### src/rtl/uart_rx.sv
// uart_rx: UART receiver, 1 start bit, DATA_BITS data bits LSB first, 1 stop bit,
// no parity. Received words are presented on an AXI-Stream master port backed
// by a single holding register. Framing errors and overruns are one-cycle pulses.
//
// Handshake: a word transfers on any rising clk edge where m_axis_tvalid and
// m_axis_tready are both 1. m_axis_tvalid is registered, never depends on
// m_axis_tready combinationally, and m_axis_tdata holds steady while it is 1.
//
// Optional build macro: UART_RX_MAJORITY_VOTE_EN. When defined, every sample
// decision is a 2-of-3 vote over the synchronized line at the sample cycle and
// the two cycles before it. When undefined, the single synchronized value is used.
//
// o_dbg_state exposes the receiver FSM state: 0=IDLE 1=START 2=DATA 3=STOP.
module uart_rx #(
    parameter int CLK_FREQ  = 100_000_000,
    parameter int BAUD_RATE = 9600,
    parameter int DATA_BITS = 8
) (
    input  logic                 clk,
    input  logic                 sreset,
    input  logic                 serial_data,
    input  logic                 m_axis_tready,
    output logic                 m_axis_tvalid,
    output logic [DATA_BITS-1:0] m_axis_tdata,
    output logic                 framing_error,
    output logic                 overrun,
    output logic [1:0]           o_dbg_state
);

    localparam int CLKS_PER_BIT = CLK_FREQ / BAUD_RATE;
    localparam int BAUD_W       = $clog2(CLKS_PER_BIT);
    localparam int BIT_W        = $clog2(DATA_BITS + 1);

    localparam logic [BAUD_W-1:0] HALF_M1  = BAUD_W'(CLKS_PER_BIT / 2 - 1);
    localparam logic [BAUD_W-1:0] FULL_M1  = BAUD_W'(CLKS_PER_BIT - 1);
    localparam logic [BIT_W-1:0]  BIT_LAST = BIT_W'(DATA_BITS - 1);

    // Reject configurations the bit timing cannot support
    generate
        if (CLKS_PER_BIT < 4) begin : g_bad_baud
            $error("uart_rx: CLK_FREQ/BAUD_RATE must be at least 4");
        end
        if (DATA_BITS < 1 || DATA_BITS > 16) begin : g_bad_width
            $error("uart_rx: DATA_BITS must be in 1..16");
        end
    endgenerate

    typedef enum logic [1:0] {
        IDLE  = 2'd0,
        START = 2'd1,
        DATA  = 2'd2,
        STOP  = 2'd3
    } state_t;

    state_t                r_state;
    logic [BAUD_W-1:0]     r_baud_ctr;
    logic [BIT_W-1:0]      r_bit_ctr;
    logic [DATA_BITS-1:0]  r_shift;
    logic [1:0]            r_sync;
    logic                  r_rx_prev;
    logic                  w_rx_s;
    logic                  w_sample;
    logic [DATA_BITS-1:0]  w_shift_next;

    assign w_rx_s      = r_sync[1];
    assign o_dbg_state = r_state;

    // Two-flop synchronizer for the asynchronous line plus a one-cycle delayed copy for edge detection
    always_ff @(posedge clk) begin
        if (sreset) begin
            r_sync    <= 2'b11;
            r_rx_prev <= 1'b1;
        end else begin
            r_sync    <= {r_sync[0], serial_data};
            r_rx_prev <= w_rx_s;
        end
    end

`ifdef UART_RX_MAJORITY_VOTE_EN
    // History of rx_s: bit 0 is fed from the first sync flop so it always equals rx_s,
    // bits 1 and 2 are rx_s one and two cycles earlier; the decision timing is unchanged.
    logic [2:0] r_hist;

    // Shift the synchronized line into the 3-sample history
    always_ff @(posedge clk) begin
        if (sreset) begin
            r_hist <= 3'b111;
        end else begin
            r_hist <= {r_hist[1:0], r_sync[0]};
        end
    end

    assign w_sample = (r_hist[0] & r_hist[1]) | (r_hist[0] & r_hist[2]) | (r_hist[1] & r_hist[2]);
`else
    assign w_sample = w_rx_s;
`endif

    // Next shift-register value: right shift with the new sample entering at the MSB
    always_comb begin
        w_shift_next                = r_shift >> 1;
        w_shift_next[DATA_BITS-1]   = w_sample;
    end

    // Receiver FSM, holding register and flag pulses
    always_ff @(posedge clk) begin
        if (sreset) begin
            r_state       <= IDLE;
            r_baud_ctr    <= '0;
            r_bit_ctr     <= '0;
            r_shift       <= '0;
            m_axis_tvalid <= 1'b0;
            m_axis_tdata  <= '0;
            framing_error <= 1'b0;
            overrun       <= 1'b0;
        end else begin
            framing_error <= 1'b0;
            overrun       <= 1'b0;

            // A handshake empties the holding register unless STOP reloads it below
            if (m_axis_tvalid && m_axis_tready) begin
                m_axis_tvalid <= 1'b0;
            end

            case (r_state)
                IDLE: begin
                    // Only a 1->0 transition starts a frame, so a line stuck low is ignored
                    if (r_rx_prev && !w_rx_s) begin
                        r_state    <= START;
                        r_baud_ctr <= '0;
                    end
                end

                START: begin
                    if (r_baud_ctr == HALF_M1) begin
                        r_baud_ctr <= '0;
                        if (w_sample) begin
                            r_state <= IDLE;
                        end else begin
                            r_state   <= DATA;
                            r_bit_ctr <= '0;
                        end
                    end else begin
                        r_baud_ctr <= r_baud_ctr + BAUD_W'(1);
                    end
                end

                DATA: begin
                    if (r_baud_ctr == FULL_M1) begin
                        r_baud_ctr <= '0;
                        r_shift    <= w_shift_next;
                        r_bit_ctr  <= r_bit_ctr + BIT_W'(1);
                        if (r_bit_ctr == BIT_LAST) begin
                            r_state <= STOP;
                        end
                    end else begin
                        r_baud_ctr <= r_baud_ctr + BAUD_W'(1);
                    end
                end

                STOP: begin
                    if (r_baud_ctr == FULL_M1) begin
                        r_baud_ctr <= '0;
                        r_state    <= IDLE;
                        if (!w_sample) begin
                            framing_error <= 1'b1;
                        end else if (!m_axis_tvalid || m_axis_tready) begin
                            m_axis_tdata  <= r_shift;
                            m_axis_tvalid <= 1'b1;
                        end else begin
                            overrun <= 1'b1;
                        end
                    end else begin
                        r_baud_ctr <= r_baud_ctr + BAUD_W'(1);
                    end
                end

                default: begin
                    r_state <= IDLE;
                end
            endcase
        end
    end

endmodule

### config.mk
export PLATFORM = sky130hd
export DESIGN_NAME = uart_rx
export DESIGN_NICKNAME = d
export VERILOG_FILES = /design/src/rtl/uart_rx.sv
export SDC_FILE = /design/constraint.sdc
export NUM_CORES = 1
export LEC_CHECK = 0
export BUFFER_PORTS_ARGS = -buffer_cell sky130_fd_sc_hd__buf_2
export CAP_MARGIN = 0
export CORE_MARGIN = 2
export CORE_UTILIZATION = 60
export DETAILED_ROUTE_END_ITERATION = 8
export HOLD_SLACK_MARGIN = 0.03
export PLACE_DENSITY = 0.8
export SYNTH_ARGS = -nofsm -noshare
export SYNTH_HDL_FRONTEND = slang
export SYNTH_SLANG_ARGS = --single-unit
### constraint.sdc
create_clock -name clk -period 6.3 [get_ports clk]
set_input_delay 1.575 -clock clk [delete_from_list [all_inputs] [get_ports clk]]
set_output_delay 1.575 -clock clk [all_outputs]
set_load 0.05 [all_outputs]
# Word-level counts from Yosys, hierarchy flattened
# Cells that the tools add are included.
# totals
romBits	0
mem_bits_rw	0
n_memories	0
elab_cells	63
input_bits	4
regBits	42
output_inout_bits	13
latch_bits	0
# classes
n_reduce_logical	14
mux	22
shifts	0
div	0
multipliers	0
addsub	2
order_cmp	0
bitwise	3
n_eq_ne	12
# op_table
op	n
$mux 14	3
$pmux 14 s3	1
$add 14x1->14 const B	1
$eq 14x13->1 const B	1
$eq 14x14->1 const B	1
$mux 2	6
$mux 4	3
$ne 2x2->1 const B	6
$pmux 2 s4	1
$pmux 4 s2	1
$reduce_and 4->1	2
$mux 1	7
$reduce_and 5->1	1
$add 4x1->4 const B	1
$eq 2x2->1 const B	2
$eq 4x3->1 const B	1
$reduce_or 4->1	1
$not 1->1	3
$reduce_or 3->1	1
$eq 2x1->1 const B	1
$logic_and 1x1->1	2
$logic_not 1->1	2
$logic_not 2->1	1
$reduce_and 2->1	1
3 further kinds	3

# Depth between registers and ports, before layout
# depth
word_depth	6
depth_mapped	7
ltp_nobuf	6

# Worst setup path before layout
# OpenSTA, ideal clock, no wires.
# synth_path
kind	input port to flip-flop
from	input port sreset
to	register r_baud_ctr[12]
path_buffers	1
stages	4
path_slack_ns	3.741
t_arrival_ns	2.485
setup_time_ns	0.074
required_ns	6.226
cell_sequence	o32ai_1 buf_2 a31oi_1 a31oi_1
# synth_rtl
element	line	rtl
from (decl)	20	input logic sreset,
to (signal assigned)	143	r_baud_ctr <= r_baud_ctr + BAUD_W'(1);
to (signal assigned)	156	r_baud_ctr <= r_baud_ctr + BAUD_W'(1);
to (signal assigned)	173	r_baud_ctr <= r_baud_ctr + BAUD_W'(1);
to (decl)	56	logic [BAUD_W-1:0] r_baud_ctr;

# Final worst setup path
# layout_path
from	register r_state[0] (netlist: o_dbg_state[0])
to	output port o_dbg_state[0]
# layout_rtl
element	line	rtl
from (decl)	55	state_t r_state;
from (signal assigned)	107	r_state <= IDLE;
from (signal assigned)	128	r_state <= START;
from (signal assigned)	137	r_state <= IDLE;
to (decl)	27	output logic [1:0] o_dbg_state
# No word-level cell between the ends.

==> flow_summary.ini <==
[run_status]
status = finished, final reports clean

[run]
drv_cap = 0

[critical_path]
critPathSlowestCell = dfxtp_1
ff2ff_path_depth = 6
critPathLaunch = o_dbg_state[0]
worstSetupEndpoint = o_dbg_state[0]
r2r_start = r_baud_ctr[0]
worst-endpoint-arrival_ns = 1.23
crit_required_ns = 4.72
r2r-end = m_axis_tdata[6]
path_class = reg2out
max_stage_delay_ns = 0.54
path_cells = buf_2
crit_buf_inv = 1
crit_path_start_kind = flip-flop
cp.depth = 1
crit_fanout = 12
end_kind = output port
reg2reg_slack_ns = 3.95
crit_family = flip-flops

[finish]
synthToLayoutAreaGrowth_pct = 11.4
nets = 245
regArea_um2 = 841
n_fill_cell = 251
diodes = 0
drive_above_1_share = 0.154
multi_input_area_mm2 = 0.00104
post-route-util = 0.702

[cts]
clock_path_buffers = 2
post_cts_buffers = 0
cts.repair.resized = 0
numCtsBuffers = 5
cts_sinks = 42
clkLatencyLatePin_ns = 0.36
cts_tree = built
clockRootBuffer = clkbuf_4
clkTransAtPathRegs_ns = 0.13
cts_hold_buf = 0
htreeDepth = 2

[global_routing]
antenna_found_initial = 0
grt_pass1_wl_um = 6480
grt_usage = 0.236
overflow = 0
grt_max_degree = 42
grt_pass1_vias = 1443

[floorplan]
dieArea_mm2 = 0.00368
placementRows = 20
io_pins = 17
coreArea_mm2 = 0.00305
die_w_um = 60.6
start_util = 0.630
die_y_um = 60.6

[logic_synthesis]
synth_adder_area_share = 0.0130
synth_top_family_by_area = simple AND/OR/NAND/NOR gates
syn_area_mm2 = 0.00192
mappedNetlistNets = 229
synth_warnings = 0
yosysUniqueCellTypes = 44
ys_seq_area_frac = 0.437
synth_mux_area_frac = 0.0468
ys_async_sr_fraction = 0
synthFlopType = dfxtp_1
synthSimpleGateAreaFrac = 0.310
yosysMostFrequentCell = dfxtp_1
synth_edf_count = 0
synth_cells = 223
synth_top_area_frac = 0.437
synth_common_cells = dfxtp_1, nand2_1, nor2_1
ys_seq_elements = 42
synth_compound_area_frac = 0.155
synthTopCellsByArea = dfxtp_1, nand2_1, mux2i_1, a21oi_1, a31oi_1
synth-xor-area-share = 0.0137
yosysTopAreaCell = dfxtp_1
postSynthAreaPerCell_um2 = 8.63

[power_and_ir_drop]
peakVddDrop_uv = 144
pwr_density_cell_mw_per_mm2 = 238
p_leak_uw = 0.000846

[drt]
dr.first_iter.drc_count = 118
dr.pass1.iters = 4
via_per_inst = 5.91
routed_wl_um = 3840
remaining_drc_errors = 0
drtAntennaViolNets = 0
vias = 1679
wl_per_cell_um = 13.5

[timing]
fin_crit_ns = 2.80
tightest_slew_ns = 0.679
fmax_mhz = 357
tns_ns = 0
final_max_slew_viol_count = 0
rsz0062_at_grt = false
setup_viol = 0
clock_skew_ns = 0.0113
fin_crit_sh = 0.445
maxSlewHeadroom = 0.547
hold_viol_final = 0

[min_path]
hold_class = reg2reg
holdPathStages = 1

[place]
portBuffers = 16
gp_congestion = 0.826
place_hpwl_um = 2580
==> cell families after synthesis <==
family | Yosys count
buffers and inverters | 12
AND/OR/NAND/NOR | 108
adder cells (fa/ha/maj) | 2
XOR/XNOR | 3
multiplexers | 9
flip-flops | 42
AO/OA/AOI/OAI | 47
==> worst min-delay path by stage <==
| stage | startpoint | endpoint | slack, ns |
|---|---|---|---|
| final | r_sync[0] | r_sync[1] | 0.42 |
| after global routing | r_sync[0] | r_sync[1] | 0.44 |
| after CTS | r_sync[0] | r_sync[1] | 0.42 |
| after detailed placement | r_sync[0] | r_sync[1] | 0.39 |
| after global placement | r_sync[0] | r_sync[1] | 0.39 |
| after floorplan | r_sync[0] | r_sync[1] | 0.39 |
==> area by class of cell <==
cell class,instances,share of cell area
clock buffer,5,0.0175
inverter,3,0.00525
tap,44,0.0257
timing repair buffer,18,0.0443
clock inverter,3,0.0321
multi-input combinational,169,0.483
sequential,42,0.392
==> flip-flops by register name, summed over array words and instances, names as in the netlist, named ones only <==
| name | cells |
|---|---|
| r_shift | 8 |
| o_dbg_state | 1 |
| r_bit_ctr | 4 |
| overrun | 1 |
| r_sync | 2 |
| m_axis_tvalid | 1 |
| m_axis_tdata | 8 |
| framing_error | 1 |
| r_rx_prev | 1 |
| r_baud_ctr | 14 |
==> through the flow <==
| stage | hold WS, ns | cell area, um^2 | power (uW) | cells | setup WS, ns |
|---|---|---|---|---|---|
| global route | 0.436 | 2140 | 530 | 284 | 3.39 |
| CTS | 0.423 | 2140 | 515 | 284 | 3.48 |
| floorplan | 0.389 | 1920 | 295 | 223 | 3.74 |
| global placement | 0.392 | 2040 | 302 | 276 | 3.34 |
| detailed placement | 0.394 | 2040 | 302 | 276 | 3.30 |
| finish | 0.421 | 2140 | 511 | 284 | 3.50 |
==> layout by cell type, fill, tap and decap left out, drive strengths merged, types with 4 or more instances in the layout <==
cell / n
dfxtp: 42
nand2: 34
nor2: 18
buf: 18
a21oi: 17
a31oi: 11
nand3: 10
mux2i: 9
nand2b: 8
or2: 5
clkbuf: 5
nand3b: 4
and2: 4
nor3: 4
and3: 4
==> where the power goes <==
group / leakage, uW / switching [uW] / internal, uW
sequential: 0.000339 / 3.29 / 268
clock: 0.0000554 / 90.7 / 124
combinational: 0.000452 / 17.1 / 8.23
total: 0.000846 / 111 / 400
==> routing by layer <==
layer	share of wire	vias up	wire [um]	global-route usage
li1	-	834	-	-
met5	0	-	0	0
met3	0.056	9	215	0.0597
met4	0.020	0	76	0.0994
met1	0.46	785	1770	0.327
met2	0.46	51	1780	0.352
(Power assumes the default switching activity.)
